--- config.mk ---
export PLATFORM = sky130hd
export DESIGN_NAME = sar_search_8bit
export DESIGN_NICKNAME = d
export VERILOG_FILES = /design/src/rtl/sar_search_pkg.sv /design/src/rtl/sar_midpoint.sv /design/src/rtl/sar_search_8bit.sv
export SDC_FILE = /design/constraint.sdc
export NUM_CORES = 1
export LEC_CHECK = 0
export ABC_AREA = 1
export ABC_CLOCK_PERIOD_IN_PS = 3300
export CORE_ASPECT_RATIO = 0.5
export CORE_MARGIN = 2
export CORE_UTILIZATION = 57
export CTS_CLUSTER_SIZE = 8
export DETAILED_ROUTE_END_ITERATION = 12
export PLACE_DENSITY_LB_ADDON = 0.08
export SLEW_MARGIN = 20
export SYNTH_ARGS = -nofsm -noshare
export SYNTH_HDL_FRONTEND = slang
export SYNTH_SLANG_ARGS = --single-unit
--- constraint.sdc ---
create_clock -name clk -period 3.3 [get_ports clk]
set_input_delay 0.495 -clock clk [delete_from_list [all_inputs] [get_ports clk]]
set_output_delay 0.495 -clock clk [all_outputs]
set_load 0.03 [all_outputs]
--- src/rtl/sar_search_pkg.sv ---
// Shared definitions for the SAR binary-search initiator.
//   SAR_WIDTH   : default operand width
//   max_probes  : worst-case probe count for a given width (WIDTH+1)
//   MAX_PROBES  : worst-case probe count at the default width
//   sar_state_t : IDLE / PROBE / DONE state encoding
package sar_search_pkg;

  localparam int SAR_WIDTH = 8;

  function automatic int max_probes(input int w);
    return w + 1;
  endfunction

  localparam int MAX_PROBES = max_probes(SAR_WIDTH);

  typedef enum logic [1:0] {
    ST_IDLE  = 2'd0,
    ST_PROBE = 2'd1,
    ST_DONE  = 2'd2
  } sar_state_t;

endpackage

--- src/rtl/sar_midpoint.sv ---
// Combinational bound update and midpoint for the SAR search.
// Ports:
//   lo, hi    : current search bounds
//   probe     : value currently under comparison
//   init      : load the full range (0 .. 2^WIDTH-1) instead of narrowing
//   go_lower  : key is below probe (narrow hi), otherwise narrow lo
//   lo_upd    : bound after update
//   hi_upd    : bound after update
//   mid_upd   : midpoint of the updated bounds (next probe)
//   at_lo     : probe sits on the lower bound (no room to go lower)
//   at_hi     : probe sits on the upper bound (no room to go higher)
module sar_midpoint
  import sar_search_pkg::*;
#(
  parameter int WIDTH = SAR_WIDTH
) (
  input  logic [WIDTH-1:0] lo,
  input  logic [WIDTH-1:0] hi,
  input  logic [WIDTH-1:0] probe,
  input  logic             init,
  input  logic             go_lower,
  output logic [WIDTH-1:0] lo_upd,
  output logic [WIDTH-1:0] hi_upd,
  output logic [WIDTH-1:0] mid_upd,
  output logic             at_lo,
  output logic             at_hi
);

  logic [WIDTH:0] sum;

  // probe-1 / probe+1 may wrap at the range ends; the caller terminates
  // the search on at_lo / at_hi before such a value would be used.
  always_comb begin
    lo_upd = lo;
    hi_upd = hi;
    if (init) begin
      lo_upd = '0;
      hi_upd = '1;
    end else if (go_lower) begin
      hi_upd = probe - WIDTH'(1);
    end else begin
      lo_upd = probe + WIDTH'(1);
    end
  end

  // One extra bit keeps lo+hi from overflowing before the halving.
  assign sum     = {1'b0, lo_upd} + {1'b0, hi_upd};
  assign mid_upd = WIDTH'(sum >> 1);
  assign at_lo   = (probe == lo);
  assign at_hi   = (probe == hi);

endmodule

--- src/rtl/sar_search_8bit.sv ---
// Sequential binary-search initiator driving an external magnitude
// comparator. On start it probes midpoints of a shrinking [lo, hi] range,
// consuming lt/gt/eq verdicts, and reports the located key.
// Ports:
//   clk, rst     : clock, synchronous active-high reset
//   start        : begin a search (accepted only in IDLE)
//   probe        : value presented to the comparator (registered)
//   probe_valid  : probe awaits a verdict
//   cmp_valid    : verdict valid; cmp_lt / cmp_gt / cmp_eq one-hot verdict
//   result       : located key, valid with done
//   found        : search hit, valid with done
//   err          : illegal verdict seen, valid with done
//   done         : one-cycle completion pulse
//   busy         : high while probing and during the done cycle
module sar_search_8bit
  import sar_search_pkg::*;
#(
  parameter int WIDTH = SAR_WIDTH
) (
  input  logic             clk,
  input  logic             rst,
  input  logic             start,
  output logic [WIDTH-1:0] probe,
  output logic             probe_valid,
  input  logic             cmp_valid,
  input  logic             cmp_lt,
  input  logic             cmp_gt,
  input  logic             cmp_eq,
  output logic [WIDTH-1:0] result,
  output logic             found,
  output logic             err,
  output logic             done,
  output logic             busy
);

  localparam int LIMIT = max_probes(WIDTH);
  localparam int CNT_W = $clog2(LIMIT + 1);

  sar_state_t       state, state_n;
  logic [WIDTH-1:0] lo, hi, lo_n, hi_n;
  logic [WIDTH-1:0] probe_n, result_n;
  logic [CNT_W-1:0] cnt, cnt_n;
  logic             pv_n, found_n, err_n, done_n, busy_n;

  logic [WIDTH-1:0] lo_upd, hi_upd, mid_upd;
  logic             at_lo, at_hi, at_limit;
  logic [2:0]       verdict;

  sar_midpoint #(.WIDTH(WIDTH)) u_midpoint (
    .lo       (lo),
    .hi       (hi),
    .probe    (probe),
    .init     (state == ST_IDLE),
    .go_lower (cmp_lt),
    .lo_upd   (lo_upd),
    .hi_upd   (hi_upd),
    .mid_upd  (mid_upd),
    .at_lo    (at_lo),
    .at_hi    (at_hi)
  );

  assign verdict  = {cmp_lt, cmp_gt, cmp_eq};
  // The bounds collapse to a single value by probe WIDTH+1, so this guard
  // never fires in a legal search; it bounds the counter unconditionally.
  assign at_limit = (cnt >= CNT_W'(LIMIT));

  always_comb begin
    state_n  = state;
    lo_n     = lo;
    hi_n     = hi;
    cnt_n    = cnt;
    probe_n  = probe;
    pv_n     = probe_valid;
    result_n = result;
    found_n  = found;
    err_n    = err;
    done_n   = 1'b0;
    busy_n   = busy;

    case (state)
      ST_IDLE: begin
        if (start) begin
          state_n  = ST_PROBE;
          lo_n     = lo_upd;
          hi_n     = hi_upd;
          probe_n  = mid_upd;
          pv_n     = 1'b1;
          busy_n   = 1'b1;
          cnt_n    = CNT_W'(1);
          result_n = '0;
          found_n  = 1'b0;
          err_n    = 1'b0;
        end
      end

      ST_PROBE: begin
        if (cmp_valid) begin
          // Default is to finish; legal narrowing verdicts override below.
          state_n = ST_DONE;
          pv_n    = 1'b0;
          done_n  = 1'b1;
          case (verdict)
            3'b001: begin
              result_n = probe;
              found_n  = 1'b1;
            end
            3'b100: begin
              if (!at_lo && !at_limit) begin
                state_n = ST_PROBE;
                pv_n    = 1'b1;
                done_n  = 1'b0;
                hi_n    = hi_upd;
                probe_n = mid_upd;
                cnt_n   = cnt + CNT_W'(1);
              end
            end
            3'b010: begin
              if (!at_hi && !at_limit) begin
                state_n = ST_PROBE;
                pv_n    = 1'b1;
                done_n  = 1'b0;
                lo_n    = lo_upd;
                probe_n = mid_upd;
                cnt_n   = cnt + CNT_W'(1);
              end
            end
            default: err_n = 1'b1;
          endcase
        end
      end

      ST_DONE: begin
        state_n = ST_IDLE;
        busy_n  = 1'b0;
      end

      default: begin
        state_n = ST_IDLE;
        pv_n    = 1'b0;
        busy_n  = 1'b0;
      end
    endcase
  end

  always_ff @(posedge clk) begin
    if (rst) begin
      state       <= ST_IDLE;
      cnt         <= '0;
      probe       <= '0;
      probe_valid <= 1'b0;
      result      <= '0;
      found       <= 1'b0;
      err         <= 1'b0;
      done        <= 1'b0;
      busy        <= 1'b0;
    end else begin
      state       <= state_n;
      cnt         <= cnt_n;
      probe       <= probe_n;
      probe_valid <= pv_n;
      result      <= result_n;
      found       <= found_n;
      err         <= err_n;
      done        <= done_n;
      busy        <= busy_n;
    end
  end

  // Bounds are always reloaded when a search starts, so they need no reset.
  always_ff @(posedge clk) begin
    lo <= lo_n;
    hi <= hi_n;
  end

endmodule

# Yosys cells after proc, flatten, opt, wreduce, memory -nomap -nowiden
# Index checks and enable logic that the tools add are counted.
[word_totals]
register_bits = 43
in_bits = 7
output_inout_bits = 21
word_cells = 107
[classes]
addsub = 4
order_cmp = 1
eq_ne = 18
mux = 53
bitwise = 3
reduce_logical = 17
[op_table]
columns = ["cell", "n"]
rows = [
  ["two-way mux 8 bit", 19],
  ["one-hot mux 8 bit (2 select lines)", 5],
  ["equality test 8 bit", 2],
  ["two-way mux 4 bit", 4],
  ["one-hot mux 4 bit (2 select lines)", 2],
  ["inequality test 2 bit (second input constant)", 6],
  ["two-way mux 1 bit", 11],
  ["one-hot mux 1 bit (2 select lines)", 5],
  ["AND reduction 5 bit", 2],
  ["adder 8 x 8 -> 9 bit", 1],
  ["adder 8 x 1 -> 8 bit (second input constant)", 1],
  ["two-way mux 2 bit", 4],
  ["one-hot mux 2 bit (2 select lines)", 2],
  ["AND reduction 4 bit", 2],
  ["subtractor 8 x 1 -> 8 bit (second input constant)", 1],
  ["inequality test 3 bit (second input constant)", 2],
  ["AND reduction 6 bit", 1],
  ["OR reduction 3 bit", 2],
  ["adder 4 x 1 -> 4 bit (second input constant)", 1],
  ["greater-or-equal comparator 4 bit (second input constant)", 1],
  ["inequality test 2 x 1 -> 1 bit (second input constant)", 2],
  ["AND reduction 2 bit", 2],
  ["equality test 3 x 1 -> 1 bit (second input constant)", 1],
  ["equality test 3 x 2 -> 1 bit (second input constant)", 1],
  ["11 further kinds", 16],
]

# Longest topological paths before layout
[logic_depth]
depth_word = 8
depth_mapped = 19
depth_no_buf = 19

# Hierarchy
# From an unflattened synthesis, not the netlist that was laid out.
[hier_totals]
hier_cells = 380
area_unflattened_um2 = 2785.2
[modules_own_cells]
columns = ["mod", "n_inst", "cells_each", "area_each_um2"]
rows = [
  ["sar_search_8bit", 1, 202, 1722.9],
  ["sar_midpoint", 1, 178, 1062.3],
]

# Worst setup path before layout
# No wires, ideal clock.
[synth_path]
kind = "register to register"
from = "register probe[2]"
to = "register probe[5]"
setup_ns = 0.113
t_arrival_ns = 2.509
required_ns = 3.187
setup_slack_ns = 0.678
path_stages_with_launch = 17
synth_period_minus_slack_ns = 2.622
path_cell_list = "dfxtp_1 -> buf_2 -> inv_1 -> nor3_1 -> nand3_1 -> xor2_1 -> o21ai_0 -> inv_1 -> ha_1 -> nand2_1 -> or2_2 -> nand3_1 -> nand2_1 -> nand2_1 -> nand3_1 -> nand2_1 -> nor2_1"
[synth_via]
elab_chain_len = 8
elab_cells_between_ends = 22
cone_classes = "add/sub (3); eq/ne (4); mux (10); reduce/logical (5)"
[synth_lines]
columns = ["item", "line_no", "rtl"]
rows = [
  ["from (decl)", "sar_search_8bit.sv:23", "output logic [WIDTH-1:0] probe,"],
  ["from (signal assigned)", "sar_search_8bit.sv:159", "probe <= probe_n;"],
  ["adder 8 x 1 -> 8 bit / subtractor 8 x 1 -> 8 bit (equally long branches)", "sar_midpoint.sv:42, sar_midpoint.sv:40", ""],
  ["two-way mux 8 bit", "sar_midpoint.sv:39", "end else if (go_lower) begin"],
  ["two-way mux 8 bit", "sar_midpoint.sv:36", "if (init) begin"],
  ["adder 8 x 8 -> 9 bit", "sar_midpoint.sv:47", "assign sum = {1'b0, lo_upd} + {1'b0, hi_upd};"],
  ["two-way mux 8 bit, on equally long branches", "sar_search_8bit.sv:118, sar_search_8bit.sv:108", ""],
  ["one-hot mux 8 bit (2 select lines)", "sar_search_8bit.sv:102", "case (verdict)"],
  ["two-way mux 8 bit", "sar_search_8bit.sv:97", "if (cmp_valid) begin"],
  ["one-hot mux 8 bit (2 select lines)", "sar_search_8bit.sv:80", "case (state)"],
]
# Parallel ways exist; a longest one is shown, timed or not. The select of a mux whose other input is x is not followed.
# A chain may end at the register's enable or synchronous reset.

# Worst setup path after layout
# Ends and elaborated chain as after synthesis.

==> impl_results.html <==
<table>
<tr><th>Metric</th><th>Value</th></tr>
<tr><th colspan="2">Route</th></tr>
<tr><td>Detailed-route DRC error count</td><td>0</td></tr>
<tr><td>Sum of routed wire length over all layers</td><td>6820 microns</td></tr>
<tr><td>Via total after detailed routing</td><td>2615</td></tr>
<tr><td>First-pass iteration count of the detailed router</td><td>7</td></tr>
<tr><td>Initial drt markers</td><td>187</td></tr>
<tr><td>Avg WL per Cell</td><td>14.0 microns</td></tr>
<tr><td>Per-cell via count in the routed design</td><td>5.37</td></tr>
<tr><td>ANT nets after route</td><td>0</td></tr>
<tr><th colspan="2">Worst setup path</th></tr>
<tr><td>Library cell appearing most often on the critical path</td><td>sky130_fd_sc_hd__nand2_1</td></tr>
<tr><td>Critical path cell sequence</td><td>inv_1 -&gt; nor3_1 -&gt; nand3_1 -&gt; xor2_1 -&gt; o21ai_0 -&gt; inv_1 -&gt; ha_1 -&gt; nand2_1 -&gt; or2_2 -&gt; nand3_1 -&gt; nand2_1 -&gt; nand2_1 -&gt; nand3_1 -&gt; nand2_1 -&gt; nor2_1</td></tr>
<tr><td>Critical Path Fanout Max</td><td>10</td></tr>
<tr><td>Cell with the largest stage delay on the worst path</td><td>sky130_fd_sc_hd__dfxtp_1</td></tr>
<tr><td>Slowest stage delay, CP</td><td>570 ps</td></tr>
<tr><td>Critical Path RT</td><td>3500 ps</td></tr>
<tr><td>R2r setup slk</td><td>460 ps</td></tr>
<tr><td>Crit path launch</td><td>probe[2]$_SDFFE_PP0P_</td></tr>
<tr><td>Type of the worst setup path</td><td>flip-flop to flip-flop</td></tr>
<tr><td>Reg-to-reg critical path startpoint</td><td>probe[2]$_SDFFE_PP0P_</td></tr>
<tr><td>Arrival @ worst endpoint</td><td>3030 ps</td></tr>
<tr><td>Critical path endpoint category</td><td>flip-flop</td></tr>
<tr><td>Category of the worst setup path launch point</td><td>flip-flop</td></tr>
<tr><th colspan="2">Synthesis</th></tr>
<tr><td>Part of the Yosys area used for sequential elements</td><td>0.372</td></tr>
<tr><td>Net Count, Synth</td><td>415</td></tr>
<tr><td>Library cell with the largest summed area after synthesis</td><td>sky130_fd_sc_hd__dfxtp_1</td></tr>
<tr><td>Synth Warn #</td><td>0</td></tr>
<tr><td>Most area-consuming cells after synthesis</td><td>sky130_fd_sc_hd__dfxtp_1, sky130_fd_sc_hd__edfxtp_1, sky130_fd_sc_hd__nand2_1</td></tr>
<tr><td>Avg Inst Size Synth</td><td>6.96 sq um</td></tr>
<tr><td>Mapped Cells</td><td>a little under 400</td></tr>
<tr><td>Top cell type's share of synthesized area</td><td>0.197</td></tr>
<tr><td>Cell area after synthesis</td><td>2750 sq um</td></tr>
<tr><td>Distinct cell type count of the synthesized netlist</td><td>33</td></tr>
<tr><td>Flops &amp; latches, synth</td><td>43</td></tr>
<tr><th colspan="2">Die</th></tr>
<tr><td>Core area</td><td>between 4000 and 5000 sq um</td></tr>
<tr><td>Vert. Die Dim</td><td>53.1 microns</td></tr>
<tr><td>Number of rows in the core area</td><td>17</td></tr>
<tr><td>Die width</td><td>102 microns</td></tr>
<tr><td>Die ar.</td><td>5430 sq um</td></tr>
<tr><td>Boundary pin count</td><td>28</td></tr>
<tr><td>Initial standard-cell utilization of the core</td><td>0.609</td></tr>
<tr><th colspan="2">Global routing</th></tr>
<tr><td>Largest net degree at the start of global routing</td><td>21</td></tr>
<tr><td>Global-route wire length before repair</td><td>around 11000 microns</td></tr>
<tr><td>Antenna violations before repair</td><td>0</td></tr>
<tr><td>Total grt overflow</td><td>0</td></tr>
<tr><td>Global-route usage over all layers</td><td>0.279</td></tr>
<tr><td>Via count of the first global-routing pass</td><td>between 2000 and 2500</td></tr>
<tr><th colspan="2">Timing</th></tr>
<tr><td>Worst-case clock skew</td><td>10.1 ps</td></tr>
<tr><td>Worst Setup Slack, final</td><td>roughly 460 ps</td></tr>
<tr><td>Hold slack</td><td>466 ps</td></tr>
<tr><td>Final period demand of the worst path</td><td>2840 ps</td></tr>
<tr><td>Final Hold Fails</td><td>0</td></tr>
<tr><td>RSZ-0062 raised after global routing</td><td>false</td></tr>
<tr><td>Max-slew violations</td><td>0</td></tr>
<tr><td>Fin crit share</td><td>0.860</td></tr>
<tr><td>Peak clock frequency supported by timing</td><td>approximately 0.35 GHz</td></tr>
<tr><td>Worst-margin pin slew</td><td>576 ps</td></tr>
<tr><td>Setup tns final</td><td>0 ps</td></tr>
<tr><td>Count of final setup violators</td><td>0</td></tr>
<tr><td>Relative slew slack</td><td>0.615</td></tr>
<tr><th colspan="2">Power</th></tr>
<tr><td>Leak pwr</td><td>approximately 0.0015 uW</td></tr>
<tr><td>VDD IR max</td><td>0.396 mV</td></tr>
<tr><td>Power density over the cells</td><td>around 640 nW/um^2</td></tr>
<tr><th colspan="2">Run status</th></tr>
<tr><td>Outcome</td><td>complete, no violations</td></tr>
<tr><th colspan="2">Clocking</th></tr>
<tr><td>Clock transition at path regs</td><td>80 ps</td></tr>
<tr><td>Total setup buffers inserted after CTS</td><td>0</td></tr>
<tr><td>Clock latency on the worst-skew pair</td><td>290 ps</td></tr>
<tr><td>PostCTS Resize Cnt</td><td>0</td></tr>
<tr><td>CTS H-tree lvls</td><td>2</td></tr>
<tr><td>Maximum buffer depth of the clock tree</td><td>2</td></tr>
<tr><td>Clock Sink Count</td><td>43</td></tr>
<tr><td>Library cell used as clock root buffer</td><td>sky130_fd_sc_hd__clkbuf_8</td></tr>
<tr><td>Post-CTS Hold Fix Bufs</td><td>0</td></tr>
<tr><td>Clock tree from TritonCTS</td><td>built</td></tr>
<tr><td>Number of buffers created by CTS</td><td>5</td></tr>
<tr><th colspan="2">Layout</th></tr>
<tr><td>Fin nets</td><td>440</td></tr>
<tr><td>Area growth from synthesis to layout</td><td>14.6%</td></tr>
<tr><td>Final antenna diode count</td><td>0</td></tr>
<tr><td>Final cell count without fillers</td><td>487</td></tr>
<tr><td>Share of cells above drive strength 1</td><td>0.0451</td></tr>
<tr><td>Utilization of the core after routing</td><td>0.698</td></tr>
<tr><td>Number of fill cells</td><td>388</td></tr>
<tr><th colspan="2">Run</th></tr>
<tr><td>Max-cap check violation count</td><td>0</td></tr>
<tr><th colspan="2">Placement</th></tr>
<tr><td>Port bufs</td><td>27</td></tr>
<tr><td>Placement Setup Slack</td><td>roughly 450 ps</td></tr>
<tr><td>Placed cell count</td><td>479</td></tr>
<tr><td>Detailed-placement wirelength estimate</td><td>5060 microns</td></tr>
<tr><td>Routability congestion estimate from global placement</td><td>0.915</td></tr>
<tr><th colspan="2">Worst hold path</th></tr>
<tr><td>Worst hold path startpoint</td><td>result[6]$_SDFFE_PP0P_</td></tr>
<tr><td>Path category of the worst min-delay check</td><td>flip-flop to flip-flop</td></tr>
</table>
## area by class of cell
cell class              instances  area, sq um  area share
multi-input cells             290         1480       0.470
flip-flops and latches         43         1020       0.324
clock buffers                   8         80.1      0.0254
repair buffers                 31          300      0.0954
well taps                      66         82.6      0.0262
inverters                      49          184      0.0584
## flip-flops by register name, indices dropped and copies added, names as in the netlist
name         flops
hi               8
lo               8
probe            8
result           8
cnt              4
state            2
busy             1
done             1
err              1
found            1
probe_valid      1
## synthesized netlist by cell type (all sizes together)
cell	number
inv	48
a21o	1
nand2	118
or2	3
ha	12
fa	1
xnor2	10
nor3	9
o21ai	13
xor2	7
clkinv	1
nand3b	1
dfxtp	27
a211oi	2
a31oi	2
nand3	26
edfxtp	16
and2	1
buf	9
nor2	50
nand4	3
clkbuf	4
a21oi	28
o211ai	3
## kinds of logic (layout without fill, tap and decap cells)
family | count (synthesis) | in the layout | synth area share
simple gates | 211 | 211 | 0.323
buf+inv | 62 | 88 | 0.0892
compound gates | 49 | 49 | 0.0997
flops | 43 | 43 | 0.372
xor+xnor | 17 | 17 | 0.0542
fa+ha+maj | 13 | 13 | 0.0619
## report_power, final
| group | switching (uW) | internal [uW] | total (uW) |
|---|---|---|---|
| Combinational | 575 | 345 | 920 |
| Sequential | 114 | 651 | 765 |
| Clock | 180 | 151 | 331 |
## through the flow
step	cell area [sq um]	power, uW
after floorplan	2750	1430
after CTS	3150	2010
after detailed placement	3070	1670
after global placement	3070	1650
final	3150	2020
after global routing	3150	2170
## layer usage
layer  part of all wire  global-route usage  vias up
met5                  0                   0        -
met4              0.011              0.0733        0
met3              0.083              0.0436       10
met2               0.43               0.457      111
met1               0.48               0.390     1189
li1                   -                   -     1305
## worst max-delay path: cells and delay by family, from the launching register on
family                   cells  cell delay, ps
AND/OR/NAND/NOR             10            1270
AO/OA/AOI/OAI                1             160
buffers and inverters        2             210
flip-flops                   1             570
adder cells (fa/ha/maj)      1             340
XOR/XNOR                     1             180
## final timing paths
check,endpoint,cells past startpoint
max reg2reg,probe[5]$_SDFFE_PP0P_,15
min,result[6]$_SDFFE_PP0P_,2
max,probe[5]$_SDFFE_PP0P_,15
min reg2reg,result[6]$_SDFFE_PP0P_,2
## placed cells by master (no fill, tap or decap), drive strengths merged, types with 7 or more instances in the layout
cell type | netlist | routed
nand2 | 118 | 118
edfxtp | 16 | 16
xnor2 | 10 | 10
inv | 48 | 48
nor3 | 9 | 9
xor2 | 7 | 7
a21oi | 28 | 28
nand3 | 26 | 26
clkdlybuf4s50 | 0 | 27
dfxtp | 27 | 27
nor2 | 50 | 50
ha | 12 | 12
o21ai | 13 | 13
clkbuf | 4 | 8
Note: power is estimated with default switching activity, not from simulation.
